## src/rtl/deaccum_nbits.sv

```systemverilog
// Repeated-subtraction decomposer: drains total_i by step_i and reports
// how many whole steps fit (quot_o) and what is left over (rem_o).
module deaccum_nbits #(
  parameter int WIDTH = 32
) (
  input  logic             clk_i,
  input  logic             rst_i,
  input  logic             start_i,
  input  logic [WIDTH-1:0] total_i,
  input  logic [WIDTH-1:0] step_i,
  output logic             ready_o,
  output logic             busy_o,
  output logic             done_o,
  output logic [WIDTH-1:0] quot_o,
  output logic [WIDTH-1:0] rem_o,
  output logic             err_o
);

  typedef enum logic [1:0] {
    S_IDLE = 2'd0,
    S_LOAD = 2'd1,
    S_SUB  = 2'd2,
    S_DONE = 2'd3
  } state_t;

  state_t           r_state;
  logic [WIDTH-1:0] r_rem;
  logic [WIDTH-1:0] r_quot;
  logic [WIDTH-1:0] r_step;
  logic             r_err;
  logic             r_ready;
  logic             r_busy;
  logic             r_done;

  // Extra MSB of the difference is the borrow: set exactly when rem < step.
  logic [WIDTH:0]   w_diff;
  logic             w_borrow;

  assign w_diff   = {1'b0, r_rem} - {1'b0, r_step};
  assign w_borrow = w_diff[WIDTH];

  always_ff @(posedge clk_i) begin
    if (rst_i) begin
      r_state <= S_IDLE;
      r_rem   <= '0;
      r_quot  <= '0;
      r_step  <= '0;
      r_err   <= 1'b0;
      r_ready <= 1'b1;
      r_busy  <= 1'b0;
      r_done  <= 1'b0;
    end else begin
      case (r_state)
        S_IDLE: begin
          if (start_i) begin
            r_rem   <= total_i;
            r_step  <= step_i;
            r_quot  <= '0;
            r_err   <= 1'b0;
            r_ready <= 1'b0;
            r_busy  <= 1'b1;
            r_state <= S_LOAD;
          end
        end
        S_LOAD: begin
          if (r_step == '0) begin
            r_err   <= 1'b1;
            r_busy  <= 1'b0;
            r_done  <= 1'b1;
            r_state <= S_DONE;
          end else begin
            r_state <= S_SUB;
          end
        end
        S_SUB: begin
          if (!w_borrow) begin
            r_rem  <= w_diff[WIDTH-1:0];
            r_quot <= r_quot + WIDTH'(1);
          end else begin
            r_busy  <= 1'b0;
            r_done  <= 1'b1;
            r_state <= S_DONE;
          end
        end
        S_DONE: begin
          r_done  <= 1'b0;
          r_ready <= 1'b1;
          r_state <= S_IDLE;
        end
        default: begin
          r_busy  <= 1'b0;
          r_done  <= 1'b0;
          r_ready <= 1'b1;
          r_state <= S_IDLE;
        end
      endcase
    end
  end

  assign ready_o = r_ready;
  assign busy_o  = r_busy;
  assign done_o  = r_done;
  assign quot_o  = r_quot;
  assign rem_o   = r_rem;
  assign err_o   = r_err;

endmodule

```

## config.mk

```make
export PLATFORM = sky130hd
export DESIGN_NAME = deaccum_nbits
export DESIGN_NICKNAME = d
export VERILOG_FILES = /design/src/rtl/deaccum_nbits.sv
export SDC_FILE = /design/constraint.sdc
export NUM_CORES = 1
export LEC_CHECK = 0
export ABC_AREA = 1
export CAP_MARGIN = 20
export CORE_MARGIN = 1.5
export CORE_UTILIZATION = 55
export CTS_CLUSTER_DIAMETER = 150
export DETAILED_ROUTE_END_ITERATION = 8
export GPL_ROUTABILITY_DRIVEN = 0
export PLACE_DENSITY = 0.79
export SYNTH_ARGS = -nofsm -noshare
export SYNTH_HDL_FRONTEND = slang
export SYNTH_SLANG_ARGS = --single-unit
```

## constraint.sdc

```tcl
create_clock -name clk_i -period 2.5 [get_ports clk_i]
set_input_delay 0.375 -clock clk_i [delete_from_list [all_inputs] [get_ports clk_i]]
set_output_delay 0.375 -clock clk_i [all_outputs]
set_load 0.02 [all_outputs]
```

==> results_dict.tcl, run 1 <==
set metrics [dict create \
    port-buffer-count 134 \
    clk_pin_slew_ns 0.07 \
    cts_buffer_depth 2 \
    place_ws_ns 0.09496 \
    intPower_mw 6.811 \
    nets 1664 \
    antennaDiodeCount 0 \
    root_buffer "clkbuf_16" \
    core_um2 14040 \
    cts_tree "done" \
    maxCapViolations 0 \
    seqPwrFrac 0.169 \
    critical_path_peak_fanout 10 \
    synth.net_count 1536 \
    synth_cell_types 32 \
    arrival_ns 2.62 \
    final_cell_mix "nand2_1, nor2_1, inv_1" \
    grt_pass1_vias 8174 \
    peakVddDrop_mv 0.7912 \
    yosysSeqAreaShare 0.2558 \
    p_comb_frac 0.723 \
    viasPerCell 5.244 \
    syn_area_per_cell_um2 5.578 \
    route.vias.total 9145 \
    dieHeight_um 123.5 \
    pin_count 135 \
    htree_levels 3 \
    p_sw_mw 7.720 \
    num_rows 43 \
    grt_pass1_wl_um 38250 \
    syn_to_final_growth_pct 26.35 \
    switching_share 0.5313 \
    period_minus_slack_ns 2.330 \
    setup_viol 0 \
    antenna_found_initial 0 \
    r2r_start "rem_o[0]" \
    synth_cells 1431 \
    wl_per_cell_um 14.48 \
    ys_seq_elements 102 \
    yosys_warnings 0 \
    hpwl_um 17400 \
    max_slew_margin 0.6767 \
    fp.dieW_um 123.5 \
    drive_gt1_frac 0.05051 \
    startpoint_type "flop" \
    clkPwrFrac 0.108 \
    p_per_area_nw_per_um2 1441 \
    first_pass_iters 5 \
    grt.overflow.total 0 \
    die-area_um2 15250 \
    postLayoutCoreUtil 0.7183 \
    grt_usage 0.3178 \
    setup_ws_ns 0.1698 \
    hold_viol 0 \
    drt_iter0_drc 672 \
    grt_max_degree 57 \
    critPathCaptureType "flop" \
    wirelength_um 25260 \
    worstHoldStart "r_step[27]" \
    post-route-drc-count 0 \
    syn_area_um2 7983 \
    crit_type "reg2reg" \
    p_leak_nw 4.926 \
    required_ns 2.79 \
    status "completed" \
    worst_pin_slew_ns 0.4837 \
    drv_slew 0 \
    clock-sinks 102 \
    startpoint "rem_o[0]" \
    finalCritPeriodShare 0.9321 \
    cts_buffers 9 \
    antenna_left 0 \
    cts_hold_buf 0 \
    start_util 0.5685 \
    clock_skew_ns 0.01062 \
    hold_path_class "reg2reg" \
    final_common_cell "nand2_1" \
    clock_latency_ns 0.36 \
    fmax_ghz 0.4292 \
]
[cells by family after synthesis]
logic type,after synthesis,synth area share
AOI/OAI and AO/OA,124,0.07947
DFF,102,0.2558
xor gates and xnor gates,25,0.02743
buffers and inverters,275,0.1350
and+or+nand+nor,867,0.4419
adders and majority gates,38,0.06050
[per-layer routing]
metal  vias up  wire length (um)  track usage
li1       4646                 -            -
met1      4080             11030       0.4080
met2       370             11790       0.5434
met3        49              1799      0.04751
met4         0               631       0.1099
met5         -                 0            0
[cell type report]
| class | instances | area, um^2 |
|---|---|---|
| Clock inverter | 4 | 77.57 |
| Multi-Input combinational cell | 1055 | 4920 |
| Inverter | 228 | 855.8 |
| Fill cell | 1282 | 3956 |
| Tap cell | 180 | 225.2 |
| Sequential cell | 102 | 2042 |
| Timing Repair Buffer | 163 | 1719 |
| Clock buffer | 12 | 246.5 |
[Yosys cell counts (all sizes together)]
library cell  count  area share
fa                1      0.0025
a221o             1      0.0013
ha               37       0.058
o21ai            41       0.026
xor2             16       0.018
xnor2             9      0.0099
nor2            225        0.11
buf              16       0.013
nor3              7      0.0044
inv             226        0.11
a21o              2      0.0019
nand3b            5      0.0047
nor4              1     0.00078
clkbuf           31       0.015
nand2           526        0.25
a21oi            80       0.051
or2               2      0.0016
and2              1     0.00078
clkinv            2     0.00094
nand4            50       0.039
nand3            49       0.034
nor3b             1     0.00094
dfxtp           102        0.26
[registers in the layout, indices dropped and copies added (netlist names)]
name,flops
rem_o,32
r_state,2
quot_o,32
err_o,1
r_step,32
done_o,1
busy_o,1
ready_o,1
[worst max-delay path: stages (launching register included)]
cell       delay [ns]
dfxtp_1          0.32
inv_2            0.05
ha_2             0.16
inv_2            0.06
fa_2             0.37
nand3_1          0.09
nand3_2          0.09
nand2_2          0.07
nand2_2          0.07
nand2_2          0.07
nand2_2          0.06
nand2_2          0.10
nand3_4          0.09
nand3_4          0.22
clkbuf_16        0.23
nand2_1          0.05
a21oi_1          0.14
[power groups by stage]
stage	logic [mW]	clock network, mW	registers (mW)
after floorplan	6.43	0	2.74
after global placement	9.03	0	2.48
after detailed placement	9.18	0	2.48
after CTS	9.24	1.59	2.44
after global routing	11.6	1.66	2.52
final	10.5	1.57	2.46
[through the flow]
step	cell area, um^2	hold WS [ns]	power, mW	instances	setup TNS [ns]
2_1_floorplan	7983	0.4480	9.174	1431	0
3_3_place_gp	9500	0.4583	11.50	1714	0
3_5_place_dp	9500	0.4665	11.66	1714	0
4_1_cts	9824	0.4820	13.27	1730	0
5_1_grt	10090	0.5005	15.82	1744	-0.06624
6_report	10090	0.4894	14.53	1744	0
[worst paths after layout]
check                             endpoint  slack, ns  depth (start not counted)
worst max-delay path            quot_o[11]       0.17                         16
worst min register to register  r_step[27]       0.49                          2
worst min-delay path            r_step[27]       0.49                          2
worst max register to register  quot_o[11]       0.17                         16
[timing repair]
item	CTS	global route
resized for setup	0	12
endpoints found under the setup margin	0	68
buffers inserted	0	4
endpoints found under the hold margin	0	0
Note: power is estimated with default switching activity, not from simulation.
==> inputs of run 2 (changes only) <==
CAP_MARGIN = not set   (was 20)
SLEW_MARGIN = 15   (was not set)
==> results of run 2 <==
Same layout as run 1: the final DEF is identical, and so are final timing and power.
==> inputs of run 3 (changes only) <==
TNS_END_PERCENT = 100   (was not set)
==> results of run 3 <==
Same layout as run 1: the final DEF is identical, and so are final timing and power.
